`src/rtl/rst_sequencer.sv`:
```
// Reset sequencer: releases downstream reset domains strictly in index order, each after a
// settle delay and gated on that stage's ready acknowledge, with a latched fault on lost acks.
module rst_sequencer #(
    parameter int NUM_STAGES  = 4,
    parameter int IDX_W       = 2,
    parameter int CNT_W       = 8,
    parameter int STAGE_DELAY = 8,
    parameter int TIMEOUT     = 200
) (
    input  logic                  clk,
    input  logic                  rst,
    input  logic                  soft_rst_req,
    input  logic [NUM_STAGES-1:0] stage_ready,
    output logic [NUM_STAGES-1:0] stage_rst,
    output logic                  busy,
    output logic                  done,
    output logic                  fault,
    output logic [IDX_W-1:0]      fault_stage
);

    typedef enum logic [1:0] {
        ST_DELAY,
        ST_WAIT_READY,
        ST_RUN,
        ST_FAULT
    } state_t;

    // Every output is a flop, so the whole register set travels as one struct.
    typedef struct packed {
        state_t                  state;
        logic [IDX_W-1:0]        idx;
        logic [CNT_W-1:0]        cnt;
        logic [NUM_STAGES-1:0]   stage_rst;
        logic                    busy;
        logic                    done;
        logic                    fault;
        logic [IDX_W-1:0]        fault_stage;
    } regs_t;

    localparam logic [CNT_W-1:0] DELAY_LAST   = CNT_W'(STAGE_DELAY - 1);
    localparam logic [CNT_W-1:0] TIMEOUT_LAST = CNT_W'(TIMEOUT - 1);
    localparam logic [IDX_W-1:0] LAST_IDX     = IDX_W'(NUM_STAGES - 1);

    localparam regs_t RESTART = '{
        state:       ST_DELAY,
        idx:         '0,
        cnt:         '0,
        stage_rst:   '1,
        busy:        1'b1,
        done:        1'b0,
        fault:       1'b0,
        fault_stage: '0
    };

    regs_t q;
    regs_t d;

    function automatic regs_t enter_fault(input regs_t r, input logic [IDX_W-1:0] culprit);
        regs_t f = r;
        f.state       = ST_FAULT;
        f.cnt         = '0;
        f.stage_rst   = '1;
        f.busy        = 1'b0;
        f.done        = 1'b0;
        f.fault       = 1'b1;
        f.fault_stage = culprit;
        return f;
    endfunction

    function automatic logic [IDX_W-1:0] lowest_zero(input logic [NUM_STAGES-1:0] v);
        logic [IDX_W-1:0] r = '0;
        for (int k = NUM_STAGES - 1; k >= 0; k--) begin
            if (!v[k]) r = IDX_W'(k);
        end
        return r;
    endfunction

    always_comb begin
        // NOTE: start from the held value so every path assigns d and no latch is inferred.
        d = q;
        if (soft_rst_req) begin
            d = RESTART;
        end else begin
            unique case (q.state)
                ST_DELAY: begin
                    d.cnt = q.cnt + CNT_W'(1);
                    if (q.cnt == DELAY_LAST) begin
                        d.stage_rst[q.idx] = 1'b0;
                        d.cnt              = '0;
                        d.state            = ST_WAIT_READY;
                    end
                end
                ST_WAIT_READY: begin
                    d.cnt = q.cnt + CNT_W'(1);
                    // A ready seen on the timeout edge still counts as success.
                    if (stage_ready[q.idx]) begin
                        d.cnt = '0;
                        if (q.idx == LAST_IDX) begin
                            d.state = ST_RUN;
                            d.busy  = 1'b0;
                            d.done  = 1'b1;
                        end else begin
                            d.idx   = q.idx + IDX_W'(1);
                            d.state = ST_DELAY;
                        end
                    end else if (q.cnt == TIMEOUT_LAST) begin
                        d = enter_fault(q, q.idx);
                    end
                end
                ST_RUN: begin
                    if (!(&stage_ready)) d = enter_fault(q, lowest_zero(stage_ready));
                end
                ST_FAULT: begin
                    d = q;
                end
            endcase
        end
    end

    // stage_rst comes straight from set-type flops, so async assertion cannot glitch low.
    always_ff @(posedge clk or negedge rst) begin
        if (!rst) begin
            q <= RESTART;
        end else begin
            // NOTE: non-blocking so every flop samples the pre-edge value of d.
            q <= d;
        end
    end

    assign stage_rst   = q.stage_rst;
    assign busy        = q.busy;
    assign done        = q.done;
    assign fault       = q.fault;
    assign fault_stage = q.fault_stage;

endmodule

```
`config.mk`:
```
export PLATFORM = sky130hd
export DESIGN_NAME = rst_sequencer
export DESIGN_NICKNAME = d
export VERILOG_FILES = /design/src/rtl/rst_sequencer.sv
export SDC_FILE = /design/constraint.sdc
export NUM_CORES = 1
export LEC_CHECK = 0
export CELL_PAD_IN_SITES_DETAIL_PLACEMENT = 0
export CELL_PAD_IN_SITES_GLOBAL_PLACEMENT = 2
export CORE_MARGIN = 8
export CORE_UTILIZATION = 34
export DETAILED_ROUTE_END_ITERATION = 7
export PLACE_DENSITY_LB_ADDON = 0.1
export REMOVE_ABC_BUFFERS = 1
export SLEW_MARGIN = 20
export SYNTH_ARGS = -nofsm -noshare
export SYNTH_HDL_FRONTEND = slang
export SYNTH_SLANG_ARGS = --single-unit
```
`constraint.sdc`:
```
create_clock -name clk -period 2.72 [get_ports clk]
set_input_delay 0.68 -clock clk [delete_from_list [all_inputs] [get_ports clk]]
set_output_delay 0.68 -clock clk [all_outputs]
set_load 0.01 [all_outputs]
```
# [Word-level counts from Yosys, hierarchy flattened]
# Index checks and enable logic that the tools add are counted.
[totals] in_bits=7 mem_count=0 out_inout_bits=9 latch_bits=0 romBits=0 ff_bits=21 ram_bits=0
[op_classes] n_mul=0 n_mux=24 bitwise=2 div=0 n_reduce_logical=12 n_eq_ne=15 n_addsub=2 shifts=0 order_cmp=2
[op_table] cell="2-to-1 mux 21 bit" n=3
[op_table] cell="one-hot mux 12 bit (3 select lines)" n=1
[op_table] cell="2-to-1 mux 12 bit" n=2
[op_table] cell="AND reduction 4 bit" n=5
[op_table] cell="2-to-1 mux 2 bit" n=9
[op_table] cell="inequality test 3 bit (second input constant)" n=4
[op_table] cell="one-hot mux 5 bit (2 select lines)" n=1
[op_table] cell="adder 8 x 1 -> 8 bit (second input constant)" n=1
[op_table] cell="equality test 8 x 3 -> 1 bit (second input constant)" n=1
[op_table] cell="equality test 8 bit (second input constant)" n=1
[op_table] cell="inequality test 4 bit (second input constant)" n=2
[op_table] cell="equality test 2 bit (second input constant)" n=3
[op_table] cell="inequality test 2 bit (second input constant)" n=3
[op_table] cell="one-hot mux 2 bit (3 select lines)" n=1
[op_table] cell="AND reduction 5 bit" n=1
[op_table] cell="bitwise AND 4 bit" n=1
[op_table] cell="2-to-1 mux 4 bit" n=1
[op_table] cell="inverter 4 bit" n=1
[op_table] cell="one-hot mux 2 bit (2 select lines)" n=1
[op_table] cell="nonzero test 2 bit" n=2
[op_table] cell="less-than comparator 2 x 3 -> 1 bit (second input constant)" n=1
[op_table] cell="2-to-1 mux 3 bit" n=1
[op_table] cell="nonzero test 3 bit" n=1
[op_table] cell="adder 2 x 1 -> 2 bit (second input constant)" n=1
[op_table] cell="other kinds (8)" n=9

# [Depth between registers and ports, before layout]
[logic_depth] depth_word=9 depth_mapped=9

# [Worst setup path after synthesis]
# OpenSTA, ideal clock, no wires.
[synth_timing] path_kind="input port to flip-flop" startpoint="input stage_ready[3]" endpoint="register q[13] (netlist bit)" arrival_ns=1.924 cell_stages=4 path_slack_ns=0.727 path_buffers=0 required_time_ns=2.651 setup_time_ns=0.069 cell_sequence="mux4_2 > o22a_2 > or4_1 > nand3_1"
[synth_via] elab_chain_len=5
[synth_rtl] item="from (decl)" line_no="13" rtl="input logic [NUM_STAGES-1:0] stage_ready,"
[synth_rtl] item="binary-select mux 1 bit (select 2 bit)" line_no="96" rtl="if (stage_ready[q.idx]) begin"
[synth_rtl] item="2-to-1 mux 1 bit (not written as such)" line_no="96"
[synth_rtl] item="2-to-1 mux 12 bit" line_no="96"
[synth_rtl] item="one-hot mux 12 bit (3 select lines)" line_no="84" rtl="unique case (q.state)"
[synth_rtl] item="2-to-1 mux 21 bit" line_no="81" rtl="if (soft_rst_req) begin"
[synth_rtl] item="to (signal assigned)" line_no="123" rtl="q <= RESTART;"
[synth_rtl] item="to (signal assigned)" line_no="126" rtl="q <= d;"
[synth_rtl] item="to (decl)" line_no="55" rtl="regs_t q;"
# Parallel ways exist; a longest one is shown, timed or not. The select of a mux whose other input is x is not followed.
# A chain may end at the register's enable or synchronous reset.

# [Worst setup path after layout]
[layout_timing] startpoint="input stage_ready[3]" endpoint="register q[20] (netlist bit)"
[layout_via] elab_chain_len=5
[layout_rtl] item="binary-select mux 1 bit (select 2 bit)" line_no="96"
[layout_rtl] item="2-to-1 mux 1 bit (not written as such)" line_no="96"
[layout_rtl] item="2-to-1 mux 12 bit" line_no="96"
[layout_rtl] item="one-hot mux 2 bit (3 select lines)" line_no="84"
[layout_rtl] item="2-to-1 mux 21 bit" line_no="81"
# Parallel ways exist; a longest one is shown, timed or not. The select of a mux whose other input is x is not followed.

==> metrics <==
top_reg_cell synth=dfrtp_1; final setup fails=0; share of layout cells above drive strength 1=12.4%; Hold Path Stages=2; Req. time, crit path=2920 ps; Core Rows=23; routed vias/inst=5.30; pin count of the biggest net entering global routing=22; leading post-synthesis cells by cell area=dfrtp_1 (28%), dfstp_2 (9.0%), ha_1 (7.7%); CTS Buf Count=3; DIE AREA=0.00663 sq mm; DPL Wire Length=2690 um; status=finished, final reports clean; post-synth top area cell=dfrtp_1; ratio of final minimum period to clock period=89.6%; Hold Buf Count CTS=0; Cell Pwr Density=655 mW/mm^2; Worst-Skew Late Latency=260 ps; DRC violations left=0; Arrival @ worst endpoint=2640 ps; P&R area growth vs syn=15.6%; worst vdd rail ir drop=0.000226 V; Max-Cap Viols=0; Root Driver=clkbuf_8; Overall Power=1.10 mW; total gr overflow=0; setup_tns=0 ps; cells after synthesis=163; CP Max Fanout=8; Fin Hold WS=468 ps; endpoints failing hold=0; clk_skew=5.50 ps; diode count=0; Post-CTS Setup Bufs=0; Rel. slew slack=58.2%; Synth top area share=27.5%; YS warnings=0; Clock Pin Slew Worst Setup and Hold Paths=80 ps; vias in the first global route=1198; GRT Total Usage=11.1%; # clock sinks=21; Avg WL per Cell=15.2 um; Finished Layout Cells=227; Mapped Avg Cell Area=8.93 sq um; 1st-iter DRT viols=65; EDFF count, synth=0; reg2reg setup slack=500 ps; post-synthesis sequential area ratio=36.5%; fin. max-slew vios=0; Max Clock Freq=410 MHz; first-pass GRT wire length=5780 um; reg2reg end=q[14]; Endpoint, Worst Hold=busy; Placed Area=0.00164 sq mm; pre-CTS setup slack=29.8 ps; CORE AREA=0.00406 sq mm; nets=194; Crit Path Class=primary input to flop; die span in x=81.4 um; post-synthesis cell type count=48; worst r2r src=q[19]; post-cts resize count=0; #FFs+latches synth=21; Syn Std Cell Area=0.00146 sq mm; Final min period=2440 ps; cell area after layout=0.00168 sq mm; cells on worst reg2reg path=8; Hold WC Path Type=flop to flop; H-tree depth=1; Starting Density=35.9%; placed cells=223; # IOs=16; CTS Buffer Depth=2; CTS tree=done; Util after Layout=41.5%; port bufs=15; Hold Startpoint=busy; Post-Route WL=3460 um; ANT nets after route=0; first drt pass iteration count=4; RSZ-0062 raised after global routing=no; final setup margin=283 ps; actual slew at the worst max-slew pin=618 ps; gpl congestion=0.813; initial antenna violation count=0; nature of the critical path endpoint=flop; post-synthesis async set-or-reset flop share=100%; Critical Path Source Type=primary input; chip height=81.4 um; vias=1203; Pleak=0.725 nW
## cell usage in the layout, fill, tap and decap left out, drive strengths merged, types with 3 or more instances in the layout
master          n
inv            11
o31ai           3
nor2           13
nand2          23
nor3            4
dfrtp          16
buf             6
ha              9
o311ai          3
nand3           7
clkbuf          4
o21ai          16
nor4            3
a31oi           3
dfstp           5
a211oi          3
clkdlybuf4s50  15
## worst max-delay path, cell delays in order
cell,delay [ps]
clkdlybuf4s50_1,460
mux4_2,610
nor3_1,180
a211oi_1,70
nor4b_1,390
mux2_2,240
## worst max path at each step
stage | slack, ps | from | cells after the start | end
2_1_floorplan | 490 | q[19] | 7 | q[15]
3_3_place_gp | 80 | stage_ready[3] | 6 | q[20]
3_5_place_dp | 30 | stage_ready[3] | 6 | q[20]
4_1_cts | 290 | stage_ready[3] | 6 | q[20]
5_1_grt | 240 | stage_ready[3] | 6 | q[20]
6_report | 280 | stage_ready[3] | 6 | q[20]
## cell type report
cell class | instances | area, sq um
well taps | 50 | 62.6
flip-flops and latches | 21 | 532
clock buffers | 4 | 45.0
multi-input cells | 120 | 807
repair buffers | 21 | 195
inverters | 11 | 41.3
fillers | 395 | 2370
## cell usage after synthesis, types with 2 or more instances
cell      instances
mux2_2            2
nor4_1            3
a31oi_1           3
o21ai_0          16
ha_1              9
nand2b_1          2
o311ai_1          2
a32oi_1           2
a21o_1            2
buf_2             2
inv_1            11
and3_1            2
buf_4             6
nor2_1           12
dfrtp_1          16
nor3_1            4
or4_1             2
nand3_1           7
o31ai_1           2
nand2_1          23
or3_1             2
dfstp_2           5
nand4_1           2
a211oi_1          2
## power breakdown
| group | leakage, nW | switching (mW) | internal (mW) |
|---|---|---|---|
| sequential | 0.272 | 0.0534 | 0.396 |
| combinational | 0.430 | 0.239 | 0.208 |
| clock | 0.0228 | 0.101 | 0.104 |
| total | 0.725 | 0.393 | 0.708 |
## registers in the layout, indices dropped and copies added (netlist names)
register,count
busy,1
done,1
fault,1
fault_stage,2
q,12
stage_rst,4
## cells by family after synthesis
family                   synth area share [%]
multiplexers                             3.78
XOR/XNOR                                0.602
AND/OR/NAND/NOR                          25.2
flip-flops                               36.5
AO/OA/AOI/OAI                            18.1
adder cells (fa/ha/maj)                  7.74
buffers and inverters                    8.00
## per-layer routing
metal | up-vias | wire length (um) | global-route usage [%]
met5 | - | 0 | 0
met4 | 0 | 36 | 3.21
met3 | 4 | 90 | 2.29
met2 | 11 | 1700 | 18.9
met1 | 577 | 1630 | 13.7
li1 | 611 | - | -
Power figures use the tool's default switching activity.
